--- src/rtl/parking_pkg.sv ---
// Shared types and constants for the parking-lot car sensor chain.
package parking_pkg;

   typedef enum logic [2:0] {
      IDLE = 3'd0,
      P1   = 3'd1,
      P2   = 3'd2,
      P3   = 3'd3,
      GAP  = 3'd4
   } emu_state_t;

   localparam logic DIR_ENTER = 1'b0;
   localparam logic DIR_EXIT  = 1'b1;

   localparam logic [1:0] AB_CLEAR = 2'b00;
   localparam logic [1:0] AB_A     = 2'b10;
   localparam logic [1:0] AB_BOTH  = 2'b11;
   localparam logic [1:0] AB_B     = 2'b01;

   // Beam pattern for a phase; P1/P3 swap with direction, P2 always blocks both.
   function automatic logic [1:0] phase_ab(input emu_state_t st, input logic dir);
      logic [1:0] ab;
      ab = AB_CLEAR;
      case (st)
         P1:      ab = (dir == DIR_ENTER) ? AB_A : AB_B;
         P2:      ab = AB_BOTH;
         P3:      ab = (dir == DIR_EXIT) ? AB_A : AB_B;
         default: ab = AB_CLEAR;
      endcase
      return ab;
   endfunction

endpackage

--- src/rtl/phase_timer.sv ---
// Dwell timer: counts 0..PHASE_CYCLES-1, flags the last cycle, restarts on clear.
module phase_timer #(
   parameter int unsigned PHASE_CYCLES = 5_000_000
) (
   input  logic clk,
   input  logic reset,
   input  logic clear,
   output logic expire
);

   localparam int unsigned CNT_W = (PHASE_CYCLES > 1) ? $clog2(PHASE_CYCLES) : 1;
   localparam logic [CNT_W-1:0] LAST = CNT_W'(PHASE_CYCLES - 1);

   logic [CNT_W-1:0] count;

   // Free-running dwell count, wraps at the end of a phase or on a state change.
   always_ff @(posedge clk or negedge reset) begin
      if (!reset) begin
         count <= '0;
      end else if (clear || (count == LAST)) begin
         count <= '0;
      end else begin
         count <= count + CNT_W'(1);
      end
   end

   assign expire = (count == LAST);

endmodule

--- src/rtl/car_sensor_emulator.sv ---
// Emits the two-beam a/b waveform of a car entering or leaving, with back-out abort.
module car_sensor_emulator
   import parking_pkg::*;
#(
   parameter int unsigned PHASE_CYCLES = 5_000_000
) (
   input  logic clk,
   input  logic reset,
   input  logic cmd_valid,
   input  logic cmd_dir,
   output logic cmd_ready,
   input  logic abort,
   output logic a,
   output logic b,
   output logic busy,
   output logic done,
   output logic aborted
);

   emu_state_t state;
   emu_state_t state_next;

   logic       dir;
   logic       dir_next;
   logic       rev;
   logic       rev_next;
   logic [1:0] ab_next;
   logic       done_next;
   logic       aborted_next;
   logic       busy_next;
   logic       expire;
   logic       timer_clear;
   logic       accept;
   logic       back_out;
   logic       in_phase;

   assign cmd_ready = (state == IDLE);
   assign accept    = cmd_valid && cmd_ready;
   assign in_phase  = (state == P1) || (state == P2) || (state == P3);
   // Only the first abort of a sequence reverses it; the reverse path runs to completion.
   assign back_out  = abort && !rev;

   phase_timer #(
      .PHASE_CYCLES(PHASE_CYCLES)
   ) u_timer (
      .clk   (clk),
      .reset (reset),
      .clear (timer_clear),
      .expire(expire)
   );

   // State register.
   always_ff @(posedge clk or negedge reset) begin
      if (!reset) begin
         state <= IDLE;
      end else begin
         state <= state_next;
      end
   end

   // Next-state: abort takes priority over a phase ending on the same edge.
   always_comb begin
      state_next = state;
      case (state)
         IDLE: if (cmd_valid) state_next = P1;
         P1: begin
            if (back_out)    state_next = GAP;
            else if (expire) state_next = rev ? GAP : P2;
         end
         P2: begin
            if (back_out)    state_next = P1;
            else if (expire) state_next = rev ? P1 : P3;
         end
         P3: begin
            if (back_out)    state_next = P2;
            else if (expire) state_next = GAP;
         end
         GAP: if (expire) state_next = IDLE;
         default: state_next = IDLE;
      endcase
   end

   // Output decode: registered outputs are computed from the state being entered.
   always_comb begin
      dir_next     = accept ? cmd_dir : dir;
      rev_next     = rev;
      if (state_next == IDLE) begin
         rev_next = 1'b0;
      end else if (in_phase && abort) begin
         rev_next = 1'b1;
      end
      ab_next      = phase_ab(state_next, dir_next);
      done_next    = (state == P3) && (state_next == GAP);
      aborted_next = (state == P1) && (state_next == GAP);
      busy_next    = (state_next != IDLE);
      timer_clear  = (state_next != state) || (state == IDLE);
   end

   // Output and context registers.
   always_ff @(posedge clk or negedge reset) begin
      if (!reset) begin
         a       <= 1'b0;
         b       <= 1'b0;
         done    <= 1'b0;
         aborted <= 1'b0;
         busy    <= 1'b0;
         dir     <= 1'b0;
         rev     <= 1'b0;
      end else begin
         {a, b}  <= ab_next;
         done    <= done_next;
         aborted <= aborted_next;
         busy    <= busy_next;
         dir     <= dir_next;
         rev     <= rev_next;
      end
   end

endmodule

--- config.mk ---
export PLATFORM = sky130hd
export DESIGN_NAME = car_sensor_emulator
export DESIGN_NICKNAME = d
export VERILOG_FILES = /design/src/rtl/parking_pkg.sv /design/src/rtl/phase_timer.sv /design/src/rtl/car_sensor_emulator.sv
export SDC_FILE = /design/constraint.sdc
export NUM_CORES = 1
export LEC_CHECK = 0
export BUFFER_PORTS_ARGS = -buffer_cell sky130_fd_sc_hd__buf_2
export CORE_MARGIN = 2
export CORE_UTILIZATION = 55
export CTS_CLUSTER_DIAMETER = 200
export DETAILED_ROUTE_END_ITERATION = 10
export PLACE_DENSITY = 0.73
export SYNTH_ARGS = -nofsm -noshare
export SYNTH_HDL_FRONTEND = slang
export SYNTH_HIERARCHICAL = 1
export SYNTH_SLANG_ARGS = --single-unit
--- constraint.sdc ---
create_clock -name clk -period 3.66 [get_ports clk]
set_input_delay 0.366 -clock clk [delete_from_list [all_inputs] [get_ports clk]]
set_output_delay 0.366 -clock clk [all_outputs]
set_load 0.01 [all_outputs]
==> run metrics, run 1 <==
status completed; CTS H-tree depth 2; Max Cap Viol 0; Die Span Y just over 60 um; vias around 1500; Detailed Route WL 3410 um; die width between 60 and 70 um; cell count after synthesis 196; pin count of the biggest net entering global routing 34; critical path type reg2reg; # resized after CTS 0; Primary FF master, synth dfrtp_1; leakage about 0.74 nW; Worst Reg-to-Reg Cells 13; worst hold margin 0.0749 ns; CP top delay family simple AND/OR/NAND/NOR gates; CP Depth 13; fin crit share 0.817; vias in the first global route between 1000 and 1500; I/O pin count 11; initial antenna violation count 0; post-synthesis instance area around 0.0018 sq mm; die area 0.00376 sq mm; Final Max Tran Viols 0; Iteration-0 DRC Markers 86; Final Hold Fails 0; Yosys cell types 44; Post-synth EDFFs 0; P&R area growth vs syn 6.65%; # diodes 0; Worst Setup SP u_timer/count[0]$_DFF_PN0_; register area share after synthesis 0.457; syn_nets roughly 200; Clock Latency Late Sink roughly 0.33 ns; Worst-Margin Slew between 1 and 1.5 ns; Layout Nets 211; Async SR Flop Fraction 1.00; clk root buf clkbuf_4; Crit path required time roughly 3.9 ns; Buf/Inv on CP 4; area of the multi-input gates roughly 880 sq um; worst setup path endpoint u_timer/count[10]$_DFF_PN0_; setup repair bufs after CTS 0; Area after DPL 0.00187 sq mm; worst r2r src u_timer/count[0]$_DFF_PN0_; final setup fails 0; CP cell instances ha_1 > nand4_2 > or2_2 > nor3_1 > buf_4 > inv_1 > a211oi_1 > nor3_1 > o22ai_1 > inv_1 > o31ai_2 > buf_4 > nor2_1; startpoint types flop; Peak VDD IR between 0.3 and 0.4 mV; worst slack, placed 0.689 ns; register area slightly above 800 sq um; fin crit period about 3 ns; total CTS buffers 5; CP max FO 14; Starting Density 0.587; fillers about 270; Fmax 0.334 GHz; DP HPWL between 2000 and 2500 um; Final ANT Viol Nets 0; Critical Path Sink Type flop; row cnt 20; PortBufs 10; reg2reg setup slack between 0.6 and 0.7 ns; total global routing overflow 0; clock skew between 0.003 and 0.004 ns; Yosys reg bits 33; core area between 0.003 and 0.004 sq mm; Slew HR 0.296; synthesized area per cell slightly above 9 sq um; WP data arrival between 3 and 4 ns; PnR worst setup slack approximately 0.67 ns; RR Endpoint u_timer/count[10]$_DFF_PN0_; Ys Warns 6; final instance area a little under 0.002 sq mm; CTS tree done; Max Root-Sink Buffers 2; CTS sink count 33; Hold Buf Count CTS 0; HP Class in2async; wire length per cell between 10 and 15 um; Slowest cell on crit path dfrtp_1; Residual DRC 0; commonest non-fill, non-tap cell in the layout dfrtp_1; Final TNS setup 0 ns; Pre-antenna DRT Iters 4; PD cells between 400 and 500 mW/mm^2; commonest cells after routing, fill and taps aside 33 x dfrtp_1, 20 x nor2_1, 13 x inv_1; share of layout cells above drive strength 1 0.127; vias per cell roughly 6; first-pass GRT wire length ~6100 um; CP max stage delay ~0.39 ns; final RePlAce weighted congestion 0.792; overall routing resource usage 0.227; clock slew at reported path FFs ~0.09 ns; RSZ-0062 raised after global routing false
[area by class of cell]
cell class              count  share of cell area
multi-input cells         140               0.455
flip-flops and latches     33               0.429
inverters                  13              0.0253
well taps                  44              0.0286
clock buffers               7              0.0286
repair buffers             12              0.0338
[where the power goes]
part	internal (mW)	switching (mW)	total, mW
Sequential	0.405	0.0576	0.462
Combinational	0.112	0.152	0.264
Clock	0.0905	0.112	0.203
Total	0.607	0.322	0.929
[how the worst min path moves through the flow]
| stage | slack, ns | end | start |
|---|---|---|---|
| 6_report | 0.07 | aborted$_DFF_PN0_ | reset |
| 5_1_grt | 0.13 | aborted$_DFF_PN0_ | reset |
| 3_5_place_dp | 0.46 | u_timer/count[20]$_DFF_PN0_ | reset |
| 3_3_place_gp | 0.45 | b$_DFF_PN0_ | reset |
| 2_1_floorplan | 0.07 | a$_DFF_PN0_ | reset |
| 4_1_cts | 0.08 | aborted$_DFF_PN0_ | reset |
[registers in the layout, summed over array words and instances (netlist names)]
name,flops
dir,1
busy,1
b,1
done,1
aborted,1
rev,1
u_timer/count,23
state,3
a,1
[layer usage]
metal  global-route usage  vias up  wire length, um
li1                     -      710                -
met1                0.312      720             1560
met5                    0        -                0
met3               0.0441        8              127
met4                0.112        0               76
met2                0.345       26             1640
[cell usage after synthesis (2+ instances only)]
library cell | instances | share of area
buf_2 | 6 | 0.017
or3_1 | 9 | 0.031
dfrtp_1 | 33 | 0.46
clkbuf_1 | 2 | 0.0042
a211oi_1 | 3 | 0.012
nor3_1 | 8 | 0.022
or4_1 | 5 | 0.021
nand3_1 | 10 | 0.028
xor2_1 | 4 | 0.019
nand4_1 | 4 | 0.014
o21ai_0 | 11 | 0.030
inv_1 | 13 | 0.027
nor4b_1 | 2 | 0.0097
nand2b_1 | 3 | 0.010
o31ai_1 | 2 | 0.0083
a21oi_1 | 12 | 0.033
xnor2_1 | 10 | 0.048
nor2_1 | 20 | 0.042
nor4_1 | 2 | 0.0069
nand2_1 | 11 | 0.023
nor2b_1 | 2 | 0.0069
buf_6 | 2 | 0.012
[cells by family (layout without fill, tap and decap cells)]
| family | count (synthesis) | count (layout) | synth area share |
|---|---|---|---|
| AOI/OAI and AO/OA | 39 | 39 | 0.141 |
| xor gates and xnor gates | 14 | 14 | 0.0679 |
| adders and majority gates | 1 | 1 | 0.00692 |
| buffers and inverters | 23 | 32 | 0.0603 |
| DFF | 33 | 33 | 0.457 |
| and+or+nand+nor | 86 | 86 | 0.267 |
[through the flow]
stage	std cells	util	total power, mW
floorplan	196	-	0.675
global placement	242	0.608	0.723
detailed placement	242	0.608	0.733
CTS	249	0.626	0.940
global route	249	0.626	0.992
finish	249	0.626	0.929
Note: power is estimated with default switching activity, not from simulation.
==> inputs of run 2 (changes only) <==
Settings changed: ABC_AREA from default to 1, PLACE_DENSITY 0.73 to 0.76.
Clock period 3.66 ns to 2.55 ns, I/O delays scaled along.
==> run 2 against run 1 <==
Sequential power rose by 36%; clock-buffer cell count fell by 2; worst setup slack got worse by 0.35 ns; largest power group unchanged; combinational power rose by 77%.
==> run metrics, run 2 <==
commonest cells after routing, fill and taps aside 69 x nand2_1, 57 x nor2_1, 34 x inv_1; P_sw 558 uW; Worst-Margin Slew approximately 0.71 ns; pin count of the biggest net entering global routing 34; commonest non-fill, non-tap cell in the layout nand2_1; wire length per cell around 12 um; DP HPWL 3160 um; CP cell instances ha_2 > nand3_1 > nor2_2 > nand4_1 > nor2_2 > inv_1 > nand2_1 > nand3_1 > nand2_2 > inv_1 > nor2_1 > nand4_1 > inv_2 > nand2_8 > nor2_1; critical path type reg2reg; core area between 0.003 and 0.004 sq mm; worst setup path endpoint u_timer/count[17]$_DFF_PN0_; Primary FF master, synth dfrtp_1; fin crit share 0.875; met2 WL roughly 1900 um; met1 WL approximately 1900 um; Regs by FF count u_timer/count x23, state x3; CTS H-tree depth 2; Yosys reg bits 33; Crit path required time between 2 and 3 ns; clock skew about 0.0055 ns; final setup fails 0; Hold Buf Count CTS 0; Peak VDD IR 0.413 mV; Ys Warns 6; Internal about 1 mW; Final TNS setup 0 ns; CP max stage delay 0.40 ns; worst r2r src u_timer/count[0]$_DFF_PN0_; Residual DRC 0; CTS tree done; Worst Reg-to-Reg Cells 15; vias per cell 5.05; WP data arrival between 2 and 2.5 ns; Yosys cell types 24; RSZ-0062 raised after global routing false; final instance area ~0.0023 sq mm; synthesized area per cell between 7 and 8 sq um; overall routing resource usage 0.219; Final Max Tran Viols 0; Layout Nets approximately 310; final RePlAce weighted congestion roughly 0.89; Final Hold Fails 0; row cnt 22; syn_nets roughly 300; reg2reg setup slack about 0.32 ns; Starting Density 0.569; Max Cap Viol 0; Die Span Y between 60 and 70 um; CTS sink count 33; Largest register FFs 23; worst hold margin between 0.009 and 0.01 ns; die area 0.00426 sq mm; first-pass GRT wire length slightly above 7000 um; Async SR Flop Fraction 1.00; Fmax about 0.45 GHz; total global routing overflow 0; vias between 1500 and 2000; clock slew at reported path FFs 0.07 ns; # diodes 0; top cells by count, synth 69 x nand2_1, 58 x nor2_1, 35 x inv_1; fin crit period 2.23 ns; clk root buf clkbuf_8; Area after DPL roughly 0.0022 sq mm; CP max FO 23; DR WL met3 roughly 190 um; clock power share 0.311; Final ANT Viol Nets 0; Pwr Total 1.59 mW; HP Class in2async; most frequent cell after synthesis nand2_1; top sig layer met4; share of layout cells above drive strength 1 0.208; Slowest cell on crit path dfrtp_1; status completed; register area share after synthesis 0.400; RR Endpoint u_timer/count[17]$_DFF_PN0_; initial antenna violation count 0; Synth area leader dfrtp_1; I/O pin count 11; register share of total power 0.394; P&R area growth vs syn 11.4%; Layout Cells excl Fill between 300 and 400; Detailed Route WL about 4000 um; post-synthesis instance area just over 0.002 sq mm; Max Root-Sink Buffers 2; Post-synth EDFFs 0; Most flops, register u_timer/count; Iteration-0 DRC Markers 116; vias in the first global route 1623; post-synth top area share 0.400; Clock Latency Late Sink 0.29 ns; Combinational Power Share 0.295; PortBufs 10; Slew HR 0.529; Worst Setup SP u_timer/count[0]$_DFF_PN0_; Pre-antenna DRT Iters 4; placed insts ~350; total CTS buffers 5; startpoint types flop; Critical Path Sink Type flop; cell count after synthesis 290; PD cells between 600 and 700 mW/mm^2; Synth area leaders dfrtp_1 40%, nand2_1 13%, nor2_1 11%; die width 65.3 um; sw frac 0.351; leakage about 1.0 nW
run 2: cell types whose count changed after synthesis, sizes merged, moves of 5 or more:
cell   change
a21oi     -11
buf        -6
inv       +29
nand2     +72
nand3     +20
nor2      +52
nor3       -8
o21ai      -8
or3        -9
or4        -5
xnor2      -8
xor2       +5
run 2: routing by layer:
layer  GRT usage  vias to the layer above
met4      0.0859                        0
met3      0.0514                        9
met1       0.287                      833
met5           0                        -
li1            -                      922
met2       0.352                       33
run 2: how the worst min path moves through the flow:
stage	startpoint	end	slack (ns)	cells past startpoint
3_3_place_gp	reset	u_timer/count[15]$_DFF_PN0_	0.34	1
6_report	reset	u_timer/count[13]$_DFF_PN0_	0.009	1
4_1_cts	reset	u_timer/count[15]$_DFF_PN0_	0.03	1
2_1_floorplan	reset	a$_DFF_PN0_	-0.04	0
3_5_place_dp	reset	u_timer/count[8]$_DFF_PN0_	0.35	1
5_1_grt	reset	u_timer/count[8]$_DFF_PN0_	0.08	1
run 2: final cells by class:
| type | count | area, sq um |
|---|---|---|
| Fill cell | 343 | 1330 |
| Multi-Input combinational cell | 212 | 1080 |
| Sequential cell | 33 | 826 |
| Inverter | 43 | 161 |
| Clock buffer | 5 | 68.8 |
| Timing Repair Buffer | 12 | 65.1 |
| Tap cell | 48 | 60.1 |
| Clock inverter | 3 | 46.3 |
run 2: power groups by stage:
| stage | sequential [mW] | combinational, mW | clock (mW) |
|---|---|---|---|
| detailed placement | 0.635 | 0.444 | 0 |
| floorplan | 0.643 | 0.361 | 0 |
| finish | 0.627 | 0.468 | 0.494 |
| CTS | 0.626 | 0.447 | 0.505 |
| global route | 0.634 | 0.530 | 0.526 |
| global placement | 0.634 | 0.437 | 0 |
run 2: cells by family after synthesis:
| kind of cell | Yosys count | share of synthesized area |
|---|---|---|
| and+or+nand+nor | 193 | 0.435 |
| AOI/OAI and AO/OA | 7 | 0.0236 |
| xor gates and xnor gates | 11 | 0.0466 |
| buffers and inverters | 45 | 0.0890 |
| adders and majority gates | 1 | 0.00605 |
| DFF | 33 | 0.400 |
run 2: repair_timing:
item	in CTS	in global routing
buffers inserted	0	1
gates resized for setup	0	5
endpoints found under the setup margin	0	23
run 2: critical path: cells and delay by family, from the launching register on:
family	cells	cell delay [ns]
simple gates	11	1.27
buf+inv	3	0.26
fa+ha+maj	1	0.23
flops	1	0.40
run 2: per-stage QoR:
step | utilization | worst slack [ns]
4_1_cts | 0.627 | 0.0304
6_report | 0.634 | 0.320
2_1_floorplan | - | 0.398
5_1_grt | 0.634 | 0.0195
3_5_place_dp | 0.595 | 0.0532
3_3_place_gp | 0.595 | 0.191
==> inputs of run 3 (changes only) <==
Settings changed: MAX_ROUTING_LAYER from default to met4.
==> run 3 against run 2 <==
Critical path depth stayed put; clock skew hardly changed; worst setup slack better by 0.0026 ns; cell count stayed put; total power is 0.10% lower; non-clock buffer count stayed put; via count stayed put; final area stayed put; global-route usage is 0.60 points higher; critical endpoint unchanged; sequential cell count stayed put; register-to-register slack hardly changed; combinational power hardly changed.
==> run metrics, run 3 (synthesis gave the netlist of run 2 again) <==
die area about 0.0043 sq mm; Core Util, Final 0.634; Clock Latency Late Sink slightly below 0.3 ns; fin crit period 2.23 ns; P&R area growth vs syn 11.4%; total CTS buffers 5; clock skew between 0.005 and 0.006 ns; vias in the first global route approximately 1600; CTS H-tree depth 2; Detailed Route WL about 4100 um; status completed; final RePlAce weighted congestion between 0.9 and 1; Final ANT Viol Nets 0; overall routing resource usage 0.225; clock slew at reported path FFs 0.07 ns; Max Root-Sink Buffers 2; pin count of the biggest net entering global routing 34; Crit path required time 2.77 ns; worst hold margin 0.00877 ns; CP max stage delay 0.40 ns; Fmax approximately 0.45 GHz; Hold Buf Count CTS 0; Area after DPL between 0.002 and 0.0025 sq mm; Largest register FFs 23; Slowest cell on crit path dfrtp_1; RSZ-0062 raised after global routing false; row cnt 22; Die Span Y between 60 and 70 um; CP max FO 23; Final TNS setup 0 ns; startpoint types flop; fillers approximately 340; Peak VDD IR 0.412 mV; DP HPWL 3160 um; first-pass GRT wire length roughly 7000 um; # diodes 0; clk root buf clkbuf_8; commonest non-fill, non-tap cell in the layout nand2_1; initial antenna violation count 0; Worst-Margin Slew 0.705 ns; Slew HR 0.530; die width approximately 65 um; vias per cell slightly above 5; Final Max Tran Viols 0; final setup fails 0; HP Class in2async; wire length per cell 11.5 um; Residual DRC 0; fin crit share 0.874; CTS sink count 33; vias between 1500 and 2000; core area between 0.003 and 0.004 sq mm; Starting Density 0.569; Regs by FF count u_timer/count x23, state x3; Critical Path Sink Type flop; PortBufs 10; final instance area about 0.0023 sq mm; Layout Nets approximately 310; CP cell instances ha_2 > nand3_1 > nor2_2 > nand4_1 > nor2_2 > inv_1 > nand2_1 > nand3_1 > nand2_2 > inv_1 > nor2_1 > nand4_1 > inv_2 > nand2_8 > nor2_1; Final Hold Fails 0; I/O pin count 11; critical path type reg2reg; Pre-antenna DRT Iters 4; Most flops, register u_timer/count; CTS tree done; total global routing overflow 0; leakage between 1 and 1.5 nW; WP data arrival between 2 and 2.5 ns; PD cells roughly 690 mW/mm^2; Max Cap Viol 0; Iteration-0 DRC Markers ~140; commonest cells after routing, fill and taps aside 69 x nand2_1, 57 x nor2_1, 34 x inv_1; share of layout cells above drive strength 1 0.208
[run 3: cell counts in the layout (fill, tap and decap cells not counted)]
No cell type changed its count.
[run 3: area by class of cell]
class                      count  area [sq um]  share of cell area
sequential                    33           826               0.359
timing repair buffer          12          65.1              0.0282
multi-input combinational    212          1080               0.467
clock inverter                 3          46.3              0.0201
tap                           48          60.1              0.0261
inverter                      43           161              0.0701
clock buffer                   5          68.8              0.0299
[run 3: through the flow]
stage          std cells  setup slack [ns]  total power [mW]
2_1_floorplan        290             0.398              1.00
3_3_place_gp         347             0.191              1.07
3_5_place_dp         347            0.0532              1.08
4_1_cts              355            0.0304              1.58
5_1_grt              356            0.0195              1.69
6_report             356             0.322              1.59
[run 3: worst paths after layout]
| check | start | end | slack, ns | depth (start not counted) |
|---|---|---|---|---|
| worst max-delay path | u_timer/count[0]$_DFF_PN0_ | u_timer/count[17]$_DFF_PN0_ | 0.32 | 15 |
| worst min-delay path | reset | u_timer/count[13]$_DFF_PN0_ | 0.009 | 1 |
| worst max register to register | u_timer/count[0]$_DFF_PN0_ | u_timer/count[17]$_DFF_PN0_ | 0.32 | 15 |
| worst min register to register | u_timer/count[0]$_DFF_PN0_ | u_timer/count[0]$_DFF_PN0_ | 0.51 | 1 |
| max in group asynchronous | reset | u_timer/count[1]$_DFF_PN0_ | 2.09 | 1 |
| min in group clk | cmd_dir | dir$_DFF_PN0_ | 0.21 | 3 |
[run 3: what timing repair did]
action,in CTS,in global routing
endpoints found under the hold margin,0,0
buffers inserted,0,1
setup endpoints to repair,0,23
resized for setup,0,5
[run 3: layer usage]
metal  wire length (um)  GRT usage  up-vias
li1                   -          -      921
met4                 71     0.0859        0
met1               1880      0.287      834
met2               1950      0.352       33
met5                  0          -        -
met3                193     0.0514        9
[run 3: worst max-delay path: cells and delay by family, from the launching register on]
family,cells,cell delay [ns]
simple gates,11,1.27
fa+ha+maj,1,0.23
buf+inv,3,0.26
flops,1,0.40
[run 3: power by group]
group,switching (mW),total [mW],internal (mW),leakage [nW]
sequential,0.0433,0.627,0.584,0.449
clock,0.202,0.494,0.292,0.0543
combinational,0.312,0.466,0.155,0.531
total,0.557,1.59,1.03,1.03
